## src/rtl/rng_lfsr16.sv

```systemverilog
// rng_lfsr16: free-running 16-bit maximal-length Fibonacci LFSR (x^16+x^14+x^13+x^11+1).
// Optional runtime reseed ports are enabled with `define RNG_RESEED_EN.
module rng_lfsr16 #(
  parameter logic [15:0] S = 16'h0001
) (
  input  logic        clk,
  input  logic        reset,
  output logic [15:0] rng_o
`ifdef RNG_RESEED_EN
  ,
  input  logic [15:0] seed_i,
  input  logic        seed_load_i
`endif
);
  localparam logic [15:0] LOCKUP_FIX = 16'hACE1;
  localparam logic [15:0] SEED = (S != 16'h0000) ? S : LOCKUP_FIX;
  logic [15:0] s, step, nxt;
  logic        fb;
  always_comb begin
    fb   = s[15] ^ s[13] ^ s[12] ^ s[10];
    // All-zero is the lockup state; escape it rather than stay stuck.
    step = (s == 16'h0000) ? LOCKUP_FIX : {s[14:0], fb};
`ifdef RNG_RESEED_EN
    nxt  = seed_load_i ? ((seed_i != 16'h0000) ? seed_i : LOCKUP_FIX) : step;
`else
    nxt  = step;
`endif
  end
  always_ff @(posedge clk)
    s <= reset ? SEED : nxt;
  assign rng_o = s;
endmodule

```

## config.mk

```make
export PLATFORM = sky130hd
export DESIGN_NAME = rng_lfsr16
export DESIGN_NICKNAME = d
export VERILOG_FILES = /design/src/rtl/rng_lfsr16.sv
export SDC_FILE = /design/constraint.sdc
export NUM_CORES = 1
export LEC_CHECK = 0
export BUFFER_PORTS_ARGS = -buffer_cell sky130_fd_sc_hd__buf_2
export CORE_UTILIZATION = 41
export DETAILED_ROUTE_END_ITERATION = 10
export GPL_TIMING_DRIVEN = 0
export HOLD_SLACK_MARGIN = 0.03
export PLACE_DENSITY = 0.7
export RECOVER_POWER = 25
export REMOVE_ABC_BUFFERS = 1
export SLEW_MARGIN = 10
export SYNTH_ARGS = -nofsm -noshare
export SYNTH_HDL_FRONTEND = slang
export SYNTH_SLANG_ARGS = --single-unit
```

## constraint.sdc

```tcl
create_clock -name clk -period 1.2 [get_ports clk]
set_clock_uncertainty 0.15 [all_clocks]
set_input_delay 0.06 -clock clk [delete_from_list [all_inputs] [get_ports clk]]
set_output_delay 0.06 -clock clk [all_outputs]
set_load 0.02 [all_outputs]
```

==> impl_metrics.env, run 1 <==
export IMPL_grt_busiest_layer="met2"
export IMPL_dieHeight_um=38.2
export IMPL_synth_cell_type_count=12
export IMPL_grt_use_met2_pct=26.3
export IMPL_cp_end_kind="flip-flop"
export IMPL_die_area_um2=1460
export IMPL_slew_violations=0
export IMPL_grt_pass1_wl_mm=1.66
export IMPL_largest_register_ffs=16
export IMPL_status="complete, but fails checks"
export IMPL_grt_use_met3_pct=3.49
export IMPL_nets=73
export IMPL_ant_nets=0
export IMPL_viasPerCell=4.88
export IMPL_start_util_pct=46.4
export IMPL_timing_max_cap_violations=0
export IMPL_post_dp_cell_area_um2=636
export IMPL_path_class="flip-flop to flip-flop"
export IMPL_numCtsBuffers=3
export IMPL_grt_max_degree=13
export IMPL_hp_class="flip-flop to flip-flop"
export IMPL_cts_sinks=16
export IMPL_drt_initial_drc_count=2
export IMPL_power_leakage_uw=0.000334
export IMPL_final_cell_mix="16 x buf_2, 11 x dfxtp_1, 7 x inv_1, 7 x a21oi_2, 5 x dfxtp_2"
export IMPL_wirelength_mm=1.10
export IMPL_final_setup_worst_slack_ns=-0.181
export IMPL_rows=12
export IMPL_slew_headroom_pct=78.2
export IMPL_worstSetupStartpointType="flip-flop"
export IMPL_overflow=0
export IMPL_place_congestion=0.665
export IMPL_synth_area_um2=537
export IMPL_synth_top_area_cell="dfxtp_1"
export IMPL_holdWs_ns=0.357
export IMPL_required_ns=1.24
export IMPL_final_hold_viol_count=0
export IMPL_layout_worst_path_cycle_share_pct=115
export IMPL_clkTransAtPathRegs_ns=0.09
export IMPL_grt_pass1_vias=378
export IMPL_cts_setup_buffers=0
export IMPL_synth_area_leaders="dfxtp_1 60%, nor4_2 9.3%, a21oi_1 6.5%"
export IMPL_portBuffers=17
export IMPL_layout_commonest_cell="buf_2"
export IMPL_arrival_ns=1.42
export IMPL_die_x_um=38.2
export IMPL_max_freq_mhz=724
export IMPL_violations="setup timing"
export IMPL_dp_hpwl_um=774
export IMPL_dp_cells=79
export IMPL_min_period_ns=1.38
export IMPL_wire_per_inst_um=13.1
export IMPL_drt_first_pass_iters=4
export IMPL_fin_area_um2=766
export IMPL_cts_max_level=1
export IMPL_clk_path_buf_depth=2
export IMPL_fillCellCount=95
export IMPL_syn_avg_cell_area_um2=11.0
export IMPL_pwr_density_cell_nw_per_um2=3060
export IMPL_syn_inst=49
export IMPL_grt_usage_pct=17.8
export IMPL_worstSkewPairLatency_ns=0.29
export IMPL_antenna_cells=0
export IMPL_final_cells=84
export IMPL_yosysSeqAreaShare_pct=59.7
export IMPL_ir_worst_vdd_v=0.00134
export IMPL_worstMarginPinSlew_ns=0.325
export IMPL_drc_errors=0
export IMPL_ys_seq_elements=16
export IMPL_routed_via_count=410
export IMPL_fp_coreArea_um2=1160
export IMPL_met1_usage_pct=22.7
export IMPL_rsz0062_at_grt="yes"
export IMPL_final_core_util_pct=66.2
export IMPL_tritoncts="yes"
export IMPL_cts_root_buf="clkbuf_4"
export IMPL_io_pins=18
export IMPL_drive_gt1_share_pct=55.7
export IMPL_worstPathMaxFanout=5
export IMPL_area_growth_synth_to_final_pct=42.7
export IMPL_antenna_found_initial=0
export IMPL_finalSetupViolCount=12
export IMPL_yosys_warnings=0
export IMPL_synth_top_area_share_pct=59.7
[critical path, cell delays in order (launching register included)]
cell and delay [ns]:
dfxtp_1 0.37, nor4_4 0.36, a41oi_2 0.22, and2_1 0.18
[synth_stat cells (all sizes together)]
cell type	count
nor2b	4
inv	7
nand4	1
xnor2	1
nand2	1
a41oi	1
dfxtp	16
xor2	2
a21oi	7
clkbuf	1
nor4	4
and2	4
[final cells by class]
cell class | count | area (um^2) | area share (%)
timing repair buffer | 18 | 95.1 | 12.4
inverter | 7 | 26.3 | 3.43
clock buffer | 4 | 36.3 | 4.74
tap | 14 | 17.5 | 2.29
multi-input combinational | 25 | 264 | 34.5
sequential | 16 | 327 | 42.6
[routing by layer]
metal	routed length, um	vias up
met2	510	19
li1	-	200
met4	31	0
met1	504	186
met5	0	-
met3	51	5
[where the power goes]
| group | internal (uW) | total [uW] | switching (uW) |
|---|---|---|---|
| logic | 465 | 1050 | 587 |
| clock network | 185 | 356 | 171 |
| registers | 711 | 934 | 223 |
| total | 1360 | 2340 | 981 |
[kinds of logic (layout without fill, tap and decap cells)]
group / Yosys count / count (layout) / synth area share (%)
AND/OR/NAND/NOR: 14 / 14 / 21.7
AO/OA/AOI/OAI: 8 / 8 / 8.16
flip-flops: 16 / 16 / 59.7
buffers and inverters: 8 / 29 / 5.59
XOR/XNOR: 3 / 3 / 4.90
[final timing paths]
check | depth (start not counted) | from | to | slack, ns
hold reg to reg | 2 | rng_o[4] | rng_o[5] | 0.36
setup / recovery | 3 | rng_o[15] | rng_o[3] | -0.18
setup reg to reg | 3 | rng_o[15] | rng_o[3] | -0.18
hold / removal | 2 | rng_o[4] | rng_o[5] | 0.36
[metrics by stage]
stage          TNS (ns)  total power, uW  worst slack [ns]
4_1_cts           -1.87             2350            -0.189
2_1_floorplan     -1.63             1450            -0.195
3_5_place_dp      -2.41             1710            -0.254
6_report          -1.83             2340            -0.181
5_1_grt           -2.54             2470            -0.240
3_3_place_gp      -1.99             1690            -0.231
[timing repair]
| action | 4_1_cts | 5_1_grt |
|---|---|---|
| pin swaps | 17 | 3 |
| endpoints found under the hold margin | 11 | 0 |
| endpoints found under the setup margin | 12 | 14 |
| hold buffers | 1 | 0 |
| gates resized for setup | 15 | 3 |
| cloned | 0 | 0 |
(Power assumes the default switching activity.)
==> run 2: changes to the inputs <==
--- a/constraint.sdc
+++ b/constraint.sdc
@@ -3,3 +3,3 @@
 set_input_delay 0.06 -clock clk [delete_from_list [all_inputs] [get_ports clk]]
 set_output_delay 0.06 -clock clk [all_outputs]
-set_load 0.02 [all_outputs]
+set_load 0.1 [all_outputs]
==> impl_metrics.env, run 2 (synthesis results as in run 1) <==
export IMPL_worstPathBufferInverterCount=0
export IMPL_ant_nets=0
export IMPL_largest_register_ffs=16
export IMPL_worstSetupStartpointType="flip-flop"
export IMPL_io_pins=18
export IMPL_required_ns=1.24
export IMPL_final_setup_worst_slack_ns=-0.203
export IMPL_grt_max_degree=13
export IMPL_cpMaxStageDelayCell="nor4_4"
export IMPL_rows=12
export IMPL_tritoncts="yes"
export IMPL_antenna_cells=0
export IMPL_status="complete, but fails checks"
export IMPL_slew_violations=0
export IMPL_wirelength_mm=1.29
export IMPL_worstMarginPinSlew_ns=0.342
export IMPL_max_freq_mhz=713
export IMPL_min_period_ns=1.40
export IMPL_grt_pass1_vias=398
export IMPL_drc_errors=0
export IMPL_hp_class="flip-flop to flip-flop"
export IMPL_start_util_pct=46.4
export IMPL_pre_cts_slack_ns=-0.254
export IMPL_cts_sinks=16
export IMPL_drt_first_pass_iters=2
export IMPL_violations="setup timing"
export IMPL_layout_worst_path_cycle_share_pct=117
export IMPL_layout_commonest_cell="dfxtp_2"
export IMPL_grt_usage_pct=20.1
export IMPL_fillCellCount=74
export IMPL_dieHeight_um=38.2
export IMPL_timing_max_cap_violations=0
export IMPL_final_hold_viol_count=0
export IMPL_cp_end_kind="flip-flop"
export IMPL_drt_initial_drc_count=3
export IMPL_place_congestion=0.665
export IMPL_cts_root_buf="clkbuf_4"
export IMPL_finalSetupViolCount=12
export IMPL_worstPathMaxFanout=5
export IMPL_worstSkewPairLatency_ns=0.29
export IMPL_die_x_um=38.2
export IMPL_area_growth_synth_to_final_pct=69.5
export IMPL_slew_headroom_pct=77.2
export IMPL_arrival_ns=1.44
export IMPL_antenna_found_initial=0
export IMPL_overflow=0
export IMPL_cp_top_family="simple AND/OR/NAND/NOR gates"
export IMPL_dp_hpwl_um=774
export IMPL_crit_chain="nor4_4, a41oi_2, and2_1"
export IMPL_clkTransAtPathRegs_ns=0.10
export IMPL_rsz0062_at_grt="yes"
export IMPL_drive_gt1_share_pct=67.1
export IMPL_viasPerCell=4.95
export IMPL_final_cell_mix="13 x dfxtp_2, 10 x buf_8, 7 x inv_1, 7 x a21oi_2, 5 x buf_6"
export IMPL_die_area_um2=1460
export IMPL_clk_path_buf_depth=2
export IMPL_grt_pass1_wl_mm=1.86
export IMPL_fp_coreArea_um2=1160
export IMPL_path_class="flip-flop to flip-flop"
export IMPL_cts_max_level=1
export IMPL_portBuffers=17
export IMPL_numCtsBuffers=3
export IMPL_routed_via_count=416
export IMPL_nets=73
export IMPL_wire_per_inst_um=15.3
export IMPL_critPathMaxStageDelay_ns=0.37
## run 2: changes by cell type in the layout (fill, tap and decap cells not counted)
cell     previous run  this run
buf_2              16         0
buf_6               0         5
dfxtp_1            11         3
buf_4               0         1
dfxtp_2             5        13
buf_8               0        10
## run 2: final cells by class
cell class	instances	area (um^2)	area share [%]
timing repair buffer	18	229	25.2
multi-input combinational	25	264	29.0
inverter	7	26.3	2.89
tap	14	17.5	1.93
clock buffer	4	36.3	3.99
sequential	16	337	37.0
## run 2: final timing paths
check	startpoint	endpoint	slack, ns	depth (start not counted)
setup / recovery	rng_o[3]	rng_o[3]	-0.20	3
hold / removal	rng_o[14]	rng_o[15]	0.37	2
hold reg to reg	rng_o[14]	rng_o[15]	0.37	2
setup reg to reg	rng_o[3]	rng_o[3]	-0.20	3
## run 2: per-layer routing
| layer | track usage, % | vias to the layer above | share of wire [%] |
|---|---|---|---|
| met1 | 25.7 | 195 | 42 |
| met4 | 13.4 | 0 | 1.8 |
| li1 | - | 201 | - |
| met2 | 30.5 | 16 | 53 |
| met5 | 0 | - | 0 |
| met3 | 4.07 | 4 | 3.6 |
## run 2: worst reg2reg max path, delay by kind of cell (launching register included)
kind	cells	cell delay, ns
AOI/OAI and AO/OA	1	0.23
DFF	1	0.36
and+or+nand+nor	2	0.56
## run 2: timing repair
action	4_1_cts	5_1_grt
gates resized for setup	45	25
hold buffers	1	0
pin swaps	18	3
endpoints found under the setup margin	28	24
setup buffers	0	0
endpoints found under the hold margin	11	0
## run 2: through the flow
stage	hold slack (ns)	util (%)	area [um^2]	cells	TNS [ns]
final	0.368	78.7	910	84	-1.98
after global routing	0.370	78.7	910	84	-2.88
after CTS	0.369	73.6	851	84	-2.39
after detailed placement	0.236	55.0	636	79	-2.41
after global placement	0.229	55.0	636	79	-1.99
after floorplan	-0.0209	-	533	48	-7.34
Power of run 2 is left out: the tool's default activity adds up to more than one toggle a clock period on the data nets, which glitch-free logic cannot reach.
